File: src/rtl/vending_pkg.sv
// Shared types and constants for the vending input path: FSM state encoding,
// coin values and the item price table.
package vending_pkg;

  typedef enum logic [1:0] {
    StIdle    = 2'd0,
    StCollect = 2'd1,
    StDone    = 2'd2
  } state_e;

  localparam logic [7:0] CoinVal1  = 8'd1;
  localparam logic [7:0] CoinVal5  = 8'd5;
  localparam logic [7:0] CoinVal10 = 8'd10;
  localparam logic [7:0] CoinVal20 = 8'd20;

  localparam logic [7:0] PriceItem0 = 8'd15;
  localparam logic [7:0] PriceItem1 = 8'd20;
  localparam logic [7:0] PriceItem2 = 8'd25;
  localparam logic [7:0] PriceItem3 = 8'd30;

  function automatic logic [7:0] coin_value(input logic [1:0] coin_type);
    logic [7:0] val;
    unique case (coin_type)
      2'b00:   val = CoinVal1;
      2'b01:   val = CoinVal5;
      2'b10:   val = CoinVal10;
      default: val = CoinVal20;
    endcase
    return val;
  endfunction

endpackage

File: src/rtl/price_lut.sv
// Combinational item-to-price lookup.
module price_lut
  import vending_pkg::*;
(
  input  logic [1:0] item_i,
  output logic [7:0] price_o
);

  always_comb begin
    price_o = PriceItem0;
    unique case (item_i)
      2'd0:    price_o = PriceItem0;
      2'd1:    price_o = PriceItem1;
      2'd2:    price_o = PriceItem2;
      default: price_o = PriceItem3;
    endcase
  end

endmodule

File: src/rtl/input_handler.sv
// Vending input FSM: collects coins and an item selection, then closes the
// transaction on payment, cancel or idle timeout with a one-cycle end_trans.
module input_handler
  import vending_pkg::*;
#(
  parameter int unsigned TIMEOUT = 1000
) (
  input  logic       clk,
  input  logic       rst_n,
  input  logic       coin_valid,
  input  logic [1:0] coin_type,
  input  logic       select_valid,
  input  logic [1:0] sel_in,
  input  logic       cancel,
  output logic       end_trans,
  output logic [7:0] sum_money,
  output logic [7:0] price,
  output logic [1:0] item_select,
  output logic       coin_reject,
  output logic       busy
);

  localparam logic [15:0] TimeoutVal = 16'(TIMEOUT);

  state_e      state_q, state_d;
  logic [7:0]  sum_q, sum_d;
  logic [7:0]  price_q, price_d;
  logic [1:0]  item_q, item_d;
  logic        sel_q, sel_d;
  logic [15:0] cnt_q, cnt_d;
  logic        reject_q, reject_d;

  logic [7:0]  lut_price;
  logic [8:0]  coin_sum;
  logic        coin_fits;
  logic        any_event;

  price_lut u_price_lut (
    .item_i  (sel_in),
    .price_o (lut_price)
  );

  // 9-bit sum so an overflowing coin can be detected and refused.
  assign coin_sum  = {1'b0, sum_q} + {1'b0, coin_value(coin_type)};
  assign coin_fits = (coin_sum <= 9'd255);
  assign any_event = coin_valid | select_valid;

  always_comb begin
    state_d  = state_q;
    sum_d    = sum_q;
    price_d  = price_q;
    item_d   = item_q;
    sel_d    = sel_q;
    cnt_d    = cnt_q;
    reject_d = 1'b0;

    unique case (state_q)
      StIdle: begin
        cnt_d = '0;
        if (coin_valid) begin
          sum_d = coin_sum[7:0];
        end
        if (select_valid) begin
          item_d  = sel_in;
          price_d = lut_price;
          sel_d   = 1'b1;
        end
        if (any_event) begin
          state_d = StCollect;
        end
      end

      StCollect: begin
        if (cancel) begin
          state_d  = StDone;
          price_d  = '0;
          cnt_d    = '0;
          reject_d = coin_valid;
        end else begin
          if (coin_valid) begin
            if (coin_fits) begin
              sum_d = coin_sum[7:0];
            end else begin
              reject_d = 1'b1;
            end
          end
          if (select_valid) begin
            item_d  = sel_in;
            price_d = lut_price;
            sel_d   = 1'b1;
          end
          if (any_event) begin
            cnt_d = '0;
          end else if (cnt_q != 16'hFFFF) begin
            cnt_d = cnt_q + 16'd1;
          end
          // Completion uses the values just updated on this edge.
          if (sel_d && (sum_d >= price_d)) begin
            state_d = StDone;
          end else if (!any_event && (cnt_d >= TimeoutVal)) begin
            if (sum_q == 8'd0) begin
              state_d = StIdle;
              sum_d   = '0;
              price_d = '0;
              item_d  = '0;
              sel_d   = 1'b0;
              cnt_d   = '0;
            end else begin
              state_d = StDone;
              price_d = '0;
            end
          end
        end
      end

      StDone: begin
        reject_d = coin_valid;
        state_d  = StIdle;
        sum_d    = '0;
        price_d  = '0;
        item_d   = '0;
        sel_d    = 1'b0;
        cnt_d    = '0;
      end

      default: begin
        state_d = StIdle;
        sum_d   = '0;
        price_d = '0;
        item_d  = '0;
        sel_d   = 1'b0;
        cnt_d   = '0;
      end
    endcase
  end

  always_ff @(posedge clk or negedge rst_n) begin
    if (!rst_n) begin
      state_q  <= StIdle;
      sum_q    <= '0;
      price_q  <= '0;
      item_q   <= '0;
      sel_q    <= 1'b0;
      cnt_q    <= '0;
      reject_q <= 1'b0;
    end else begin
      state_q  <= state_d;
      sum_q    <= sum_d;
      price_q  <= price_d;
      item_q   <= item_d;
      sel_q    <= sel_d;
      cnt_q    <= cnt_d;
      reject_q <= reject_d;
    end
  end

  assign end_trans   = (state_q == StDone);
  assign busy        = (state_q != StIdle);
  assign sum_money   = sum_q;
  assign price       = price_q;
  assign item_select = item_q;
  assign coin_reject = reject_q;

endmodule
File: config.mk
export PLATFORM = sky130hd
export DESIGN_NAME = input_handler
export DESIGN_NICKNAME = d
export VERILOG_FILES = /design/src/rtl/vending_pkg.sv /design/src/rtl/price_lut.sv /design/src/rtl/input_handler.sv
export SDC_FILE = /design/constraint.sdc
export NUM_CORES = 1
export LEC_CHECK = 0
export ABC_AREA = 0
export CAP_MARGIN = 15
export CORE_MARGIN = 2
export CORE_UTILIZATION = 50
export DETAILED_ROUTE_END_ITERATION = 16
export HOLD_SLACK_MARGIN = 0.02
export PLACE_DENSITY = 0.84
export RECOVER_POWER = 50
export SYNTH_ARGS = -nofsm -noshare
export SYNTH_HDL_FRONTEND = slang
export SYNTH_SLANG_ARGS = --single-unit
File: constraint.sdc
create_clock -name clk -period 8.63 [get_ports clk]
set_input_delay 1.2945 -clock clk [delete_from_list [all_inputs] [get_ports clk]]
set_output_delay 1.2945 -clock clk [all_outputs]
set_load 0.1 [all_outputs]
Yosys cells after proc, flatten, opt, wreduce, memory -nomap -nowiden:

Cells that the tools add are included.
W data, S select, Z words.

* input bits: 9
* flip-flop bits (word level): 38
* output and inout bits: 21

* multiplexer cells: 52
* bitwise operators: 1
* reductions and logical operators: 10
* equal/unequal tests: 11
* add/sub/neg operators: 2
* $lt $le $gt $ge: 3

Operators by type and width (number)
* $mux W16: 9
* $mux W8: 15
* $pmux W8 S2: 2
* $pmux W5 S3: 2
* $mux W2: 10
* $add A16 B1 Y16 const B: 1
* $ge A16 B10 Y1 const B: 1
* $ne A16 B16 Y1 const B: 1
* $mux W1: 10
* $add A8 B8 Y9: 1
* $le A9 B8 Y1 const B: 1
* $ge A8 B8 Y1: 1
* $logic_not A8 Y1: 1
* $pmux W2 S2: 2
* $eq A2 B1 Y1 const B: 3
* $eq A2 B2 Y1 const B: 3
* $logic_not A2 Y1: 3
* $ne A2 B2 Y1 const B: 3
* $ne A4 B4 Y1 const B: 1
* $pmux W1 S2: 2
* $reduce_and A2 Y1: 2
* $logic_and A1 B1 Y1: 2
* $reduce_bool A2 Y1: 1
* $logic_not A1 Y1: 1
* $or A1 B1 Y1: 1

Longest topological paths before layout:

Gate-level depths: netlist of run 1.

* depth after elaboration: 13
* gate-level depth with buffers: 19

Cells and area by module:

Synthesis of run 1 repeated with hierarchy kept, for this count alone.

* cell total of the unflattened synthesis: 292
* area total of the unflattened synthesis: 2845.2 um2

Modules (own cells, without submodules)
* input_handler: instances 1, sequential area each 950.9 um2, area an instance 2723.9 um2, cells an instance 276
* price_lut: instances 1, sequential area each 0.0 um2, area an instance 121.4 um2, cells an instance 16

Worst setup path before layout of run 1:

Ideal clock, no wire load.

* path type: input port to flip-flop
* start point: input port coin_type[1]
* end point: register cnt_q[12]
* buffers on the path: 2
* stages on the path: 18
* arrival: 4.800 ns
* data required time: 8.494 ns
* slack: 3.693 ns
* setup time: 0.136 ns
* cell sequence: inv_1 > ha_1 > fa_1 > a21oi_1 > o21bai_1 > a21oi_1 > o21ai_1 > clkbuf_1 > nor2_1 > xor2_1 > ha_1 > and3_1 > a311o_1 > o21a_1 > o22a_1 > a211oi_4 > buf_6 > nor3_1

* cells in the longest elaborated chain, start to end: 13
* elaborated cells on any way between the ends: 15
* those cells by class: 1 x add/sub; 2 x order compare; 2 x eq/ne; 8 x mux; 2 x reduce/logical

RTL lines
* start: declaration: RTL line input_handler.sv:11 `input logic [1:0] coin_type,`
* $eq A2 B2 Y1, or another cell as far along: RTL line vending_pkg.sv:23 `unique case (coin_type)`
* $pmux W5 S3 (*): RTL line vending_pkg.sv:23
* $add A8 B8 Y9 (*): RTL line input_handler.sv:44 `assign coin_sum = {1'b0, sum_q} + {1'b0, coin_value(coin_type)};`
* $le A9 B8 Y1: RTL line input_handler.sv:45 `assign coin_fits = (coin_sum <= 9'd255);`
* $mux W8 (*): RTL line input_handler.sv:81 `if (coin_fits) begin`
* $mux W8 (*): RTL line input_handler.sv:80 `if (coin_valid) begin`
* $mux W8 (*): RTL line input_handler.sv:74 `if (cancel) begin`
* $mux W8 (*): RTL line input_handler.sv:57 `unique case (state_q)`
* $ge A8 B8 Y1 (*): RTL line input_handler.sv:98 `if (sel_d && (sum_d >= price_d)) begin`
* $logic_and A1 B1 Y1 (*): RTL line input_handler.sv:98
* $mux W16 (*): RTL line input_handler.sv:98
* $mux W16 (*): RTL line input_handler.sv:74
* $mux W16 (*): RTL line input_handler.sv:57
* named net cnt_d[12]: RTL line input_handler.sv:30 `logic [15:0] cnt_q, cnt_d;`
* end signal: assignment: RTL line input_handler.sv:152 `cnt_q <= cnt_d;`
* end: declaration: RTL line input_handler.sv:30

The timed path passes the listed nets; every way through them passes the cells marked *. The select of a mux whose other input is x is not followed.
A chain may end at the register's enable or synchronous reset.

Worst setup path after layout of run 1:

* start point: input port coin_type[1]
* end point: register cnt_q[0]

The elaborated chain is that of the path after synthesis.

==> flow_metrics.tcl, run 1 <==
set metrics [dict create \
    finish.utilization 0.588 \
    seq_area_frac_synth 0.343 \
    grt_max_degree 39 \
    clock.fmax_mhz 173 \
    synth-warning-count 0 \
    clkLatencyLatePin_ns 0.30 \
    port_buffers 29 \
    antenna_found_initial 0 \
    cts_resized 0 \
    drt_iter0_drc 114 \
    via_per_inst 6.09 \
    power_density_nw_per_um2 322 \
    cts_tree "built" \
    cts_inserted_buffers 5 \
    fp.dieW_microns 78.5 \
    grtUsageTotal 0.216 \
    synth-main-ff-cell "dfrtp_1" \
    grt_overflow 0 \
    dp_hpwl_microns 4580 \
    dp_cells 400 \
    io_pins 30 \
    min_path_cells 2 \
    cp-end-kind "flop" \
    final-max-slew-violation-count 39 \
    path_class "input pin to flop" \
    worstReg2RegStart "sum_money[0]" \
    met2_length_microns 3030 \
    fin_nets 365 \
    wl_per_cell_microns 15.5 \
    failed_checks "capacitance limit, slew limit" \
    syn_inst 312 \
    wl_met1_microns 2840 \
    outcome "finished, violations left" \
    ctsHoldBuffers 0 \
    crit_slowest_cell "o21ai_1" \
    postCtsSetupRepairBufs 0 \
    synth_edf_count 0 \
    synthTopCellsByArea "dfrtp_1 34%, ha_1 9.0%, nor3_1 4.5%, nand2_1 3.9%, mux2i_1 3.6%" \
    synth_seq_cells 38 \
    hold_viol_final 0 \
    clockBufferDepth 2 \
    htreeDepth 2 \
    final_cell_mix "38 x dfrtp_1, 29 x nand2_1, 25 x nor3_1, 20 x ha_1, 19 x nand3_1" \
    r2r_end "cnt_q[0]" \
    min_period_ns 5.77 \
    clkTransAtPathRegs_ns 0.07 \
    critPathBufInv 2 \
    initial_core_util 0.510 \
    fin_cells 408 \
    leakage_nw 1.38 \
    netlist.area_leader.share 0.343 \
    synth_nets 342 \
    drc_errors 0 \
    fin_ws_ns 2.86 \
    routabilityCongestion 0.841 \
    start_kind "input pin" \
    antennaDiodeCount 0 \
    dieArea_sq_um 6160 \
    core_sq_um 5440 \
    grt_pass1_vias 2337 \
    period_share 0.669 \
    drtPass1Iterations 5 \
    critPathMaxFanout 16 \
    min_from "item_select[1]" \
    dr.max_layer_used "met4" \
    tns_ns 0 \
    async_flop_share 1.00 \
    ys_types 57 \
    die_h_microns 78.5 \
    syn_to_final_growth_pct 15.3 \
    yosysTopAreaCell "dfrtp_1" \
    dr_wl_met3_microns 348 \
    grt_pass1_wl_microns 10700 \
    drive_gt1_frac 0.0595 \
    postRouteAntennaNets 0 \
    synth_area_per_cell_sq_um 8.89 \
    vdd_drop_max_v 0.000302 \
    synthesis.area_sq_um 2780 \
    r2r_setup_slack_ns 3.98 \
    critical_path_arrival_ns 5.92 \
    max-slew-margin-rel -0.360 \
    hold_class "flop to flop" \
    max_stage_delay_ns 0.76 \
    cts.sinks 38 \
    max-cap-violations 1 \
    r2r_cells 15 \
    vias 2486 \
    required_ns 8.78 \
    rows 27 \
    cts_root_buf "clkbuf_8" \
    finalSetupViolCount 0 \
    rsz0062_at_grt "no" \
    path_cells "clkdlybuf4s50_1 > inv_1 > nor2_1 > fa_1 > a21oi_1 > o21bai_1 > a21oi_1 > o21ai_1 > mux2_2 > ha_1 > nand2_1 > o21ai_1 > a311o_1 > o21a_1 > o22a_1 > a211oi_4 > nor3_1" \
    hold-path-endpoint "item_select[1]" \
    final_common_cell "dfrtp_1" \
    critPathTopFamily "compound AO/OA/AOI/OAI gates" \
    finalClockSkew_ns 0.00967 \
    finalPower_mw 1.03 \
    drt_wl_total_microns 6340 \
    pre_cts_ws_ns 2.61 \
    tightest_slew_ns 2.04 \
]
worst reg2reg max path, cell delays in order (launching register included):
cell	delay [ns]
dfrtp_1	0.45
ha_1	0.26
fa_1	0.41
a21oi_1	0.15
o21bai_1	0.11
a21oi_1	0.34
o21ai_1	0.37
nor2_1	0.25
xor2_1	0.21
ha_1	0.27
and3_1	0.18
a311o_1	0.33
o21a_1	0.21
o22a_1	0.24
a211oi_4	0.60
nor3_1	0.12
worst max path at each step:
stage	endpoint	cells past startpoint	slack, ns	startpoint
floorplan	cnt_q[12]	18	3.69	coin_type[1]
global placement	cnt_q[3]	17	2.75	coin_type[1]
detailed placement	cnt_q[4]	17	2.61	coin_type[1]
CTS	cnt_q[4]	17	2.91	coin_type[1]
global route	price[0]	17	2.43	coin_type[1]
finish	cnt_q[0]	17	2.86	coin_type[1]
flip-flops by register name, summed over array words and instances, names as in the netlist:
name	cells
item_select	2
coin_reject	1
sel_q	1
sum_money	8
cnt_q	16
price	8
state_q	2
per-layer routing:
layer | GRT usage | vias up
li1 | - | 1205
met1 | 0.290 | 1183
met2 | 0.342 | 87
met3 | 0.0460 | 11
met4 | 0.0860 | 0
met5 | 0 | -
final cells by class:
cell class	instances	area [sq um]
Sequential cell	38	951
Multi-Input combinational cell	250	1720
Fill cell	483	2240
Tap cell	72	90.1
Inverter	11	41.3
Clock inverter	3	40.0
Clock buffer	5	68.8
Timing Repair Buffer	29	284
kinds of logic (layout without fill, tap and decap cells):
kind of cell	Yosys count	in the layout	share of synthesized area
compound gates	74	74	0.191
xor+xnor	9	9	0.0284
fa+ha+maj	21	21	0.0974
buf+inv	24	48	0.0361
flops	38	38	0.343
mux	14	14	0.0523
simple gates	132	132	0.252
cells in the mapped netlist (2+ instances only):
cell type and number:
nand2b_1 9, nand2_1 29, a211o_1 2, o21ai_0 15, a31oi_1 3, o221ai_1 3
buf_2 2, a211oi_1 2, o21ai_1 5, nor2_1 17, and3_1 6, clkbuf_1 9
o31ai_1 3, and2_1 2, nand3_1 19, a311o_1 2, mux2_2 4, o21a_1 2
nor3_1 25, o21bai_1 3, a22oi_1 4, o22ai_1 2, o211ai_1 4, inv_1 10
a21oi_1 10, ha_1 20, mux2i_1 10, xnor2_1 3, nand4_1 3, nor2b_1 6
a41oi_1 2, nor4_1 7, nor3b_1 3, dfrtp_1 38, xor2_1 6
report_power, final:
part           switching [mW]  leakage [nW]  internal (mW)
registers              0.0384         0.512          0.214
clock network          0.0642        0.0579         0.0850
logic                   0.454         0.807          0.176
stage by stage:
stage	instance area [sq um]	hold WS, ns
after global placement	3090	0.532
after CTS	3200	0.560
final	3200	0.552
after floorplan	2780	0.532
after detailed placement	3090	0.543
after global routing	3200	0.583
Power figures use the tool's default switching activity.
==> run 2, diff against run 1 <==
PLACE_DENSITY = 0.87   (was 0.84)
clock period = 5.07 ns   (was 8.63 ns; I/O delays follow)
==> flow_metrics.tcl, run 2 (synthesis gave the netlist of run 1 again) <==
set metrics [dict create \
    outcome "finished, violations left" \
    failed_checks "capacitance limit, slew limit" \
    place_area_sq_um 3160 \
    fp.dieW_microns 78.5 \
    tns_ns 0 \
    power_density_nw_per_um2 558 \
    die_h_microns 78.5 \
    clockBufferDepth 2 \
    path_class "input pin to flop" \
    grtUsageTotal 0.230 \
    regMostFlops "cnt_q" \
    start_kind "input pin" \
    grt_max_degree 39 \
    clkTransAtPathRegs_ns 0.08 \
    fin_cells 415 \
    syn_to_final_growth_pct 18.8 \
    hold_viol_final 0 \
    routabilityCongestion 0.899 \
    grt_pass1_wl_microns 11500 \
    cts_inserted_buffers 5 \
    fin_area_sq_um 3300 \
    final_cell_mix "38 x dfrtp_1, 29 x nand2_1, 25 x nor3_1, 20 x ha_1, 19 x nand3_1" \
    multiInputGateArea_sq_um 1720 \
    finalClockSkew_ns 0.00915 \
    antenna_found_initial 0 \
    postCtsSetupRepairBufs 0 \
    io_pins 30 \
    drtPass1Iterations 5 \
    nFillCells 458 \
    vias 2552 \
    vdd_drop_max_v 0.000482 \
    cts_tree "built" \
    postRouteAntennaNets 0 \
    cts.sinks 38 \
    dp_hpwl_microns 4890 \
    period_share 0.953 \
    cp-end-kind "flop" \
    critPathMaxFanout 16 \
    grt_overflow 0 \
    cts_root_buf "clkbuf_8" \
    leakage_nw 1.43 \
    port_buffers 29 \
    cts_resized 0 \
    p_clk_frac 0.176 \
    drc_errors 0 \
    ctsHoldBuffers 0 \
    finalSetupViolCount 0 \
    max-cap-violations 1 \
    finish.utilization 0.606 \
    htreeDepth 2 \
    switching_share 0.521 \
    hold_class "flop to flop" \
    r2r_cells 17 \
    min_period_ns 4.83 \
    dp_cells 407 \
    min_path_cells 2 \
    rows 27 \
    clkLatencyLatePin_ns 0.30 \
    rsz0062_at_grt "no" \
    core_sq_um 5440 \
    clock.fmax_mhz 207 \
    power.switching_uw 959 \
    pwr-share-comb 0.590 \
    final-max-slew-violation-count 39 \
    antennaDiodeCount 0 \
    max-slew-margin-rel -0.403 \
    tightest_slew_ns 2.10 \
    register_area_sq_um 951 \
    largest_reg_flops 16 \
    initial_core_util 0.510 \
    grt_pass1_vias 2531 \
    drt_iter0_drc 155 \
    required_ns 5.22 \
    r2r_setup_slack_ns 0.74 \
    via_per_inst 6.15 \
    drive_gt1_frac 0.0787 \
    intPower_uw 881 \
    dieArea_sq_um 6160 \
    finalPower_mw 1.84 \
    wl_per_cell_microns 16.2 \
    final_common_cell "dfrtp_1" \
    drt_wl_total_microns 6730 \
    fin_nets 372 \
    p_seq_frac 0.233 \
    critical_path_arrival_ns 4.99 \
]
-- run 2: cell count changes in the layout (fill, tap and decap cells not counted) --
cell and change:
buf_4 +6, clkinv_2 -2, buf_12 +1, bufinv_16 +1, clkbuf_8 +1
-- run 2: final timing paths --
kind / start / end
max in group asynchronous: rst_n / sum_money[5]
min in group asynchronous: rst_n / cnt_q[4]
max reg2reg: sum_money[0] / cnt_q[5]
min reg2reg: item_select[1] / item_select[1]
max: coin_type[1] / cnt_q[5]
min: item_select[1] / item_select[1]
-- run 2: per-layer routing --
layer	GRT usage	vias to the layer above	wire length [microns]	part of all wire
met4	0.0965	0	132	0.020
met2	0.384	82	3430	0.51
met5	0	-	0	0
met1	0.291	1227	2820	0.42
li1	-	1227	-	-
met3	0.0414	16	341	0.051
-- run 2: power groups by stage --
stage / logic (mW) / registers, mW / clock network [mW]
after detailed placement: 1.09 / 0.434 / 0
after floorplan: 0.498 / 0.760 / 0
after global routing: 1.15 / 0.440 / 0.340
after global placement: 1.06 / 0.433 / 0
after CTS: 1.09 / 0.430 / 0.328
final: 1.09 / 0.429 / 0.325
-- run 2: area by class of cell --
class | instances | share of cell area
clock buffers | 6 | 0.0250
clock inverters | 2 | 0.0182
inverters | 11 | 0.0125
multi-input cells | 250 | 0.523
flip-flops and latches | 38 | 0.288
well taps | 72 | 0.0273
repair buffers | 36 | 0.106
-- run 2: stage by stage --
stage,setup WS (ns),hold slack (ns)
floorplan,0.477,0.465
global placement,0.208,0.532
detailed placement,-0.0162,0.543
CTS,0.285,0.563
global route,0.0704,0.610
finish,0.239,0.557
-- run 2: worst max-delay path, stage by stage --
cell	delay, ns
clkdlybuf4s50_1	0.47
inv_1	0.06
nor2_1	0.25
fa_1	0.28
a21oi_1	0.09
o21bai_1	0.19
a21oi_1	0.15
o21ai_1	0.54
o21ai_0	0.28
ha_1	0.37
a21oi_1	0.12
o21ai_1	0.07
a311o_1	0.38
o21a_1	0.22
o22a_1	0.24
a211oi_4	0.27
buf_12	0.18
nor3_1	0.06
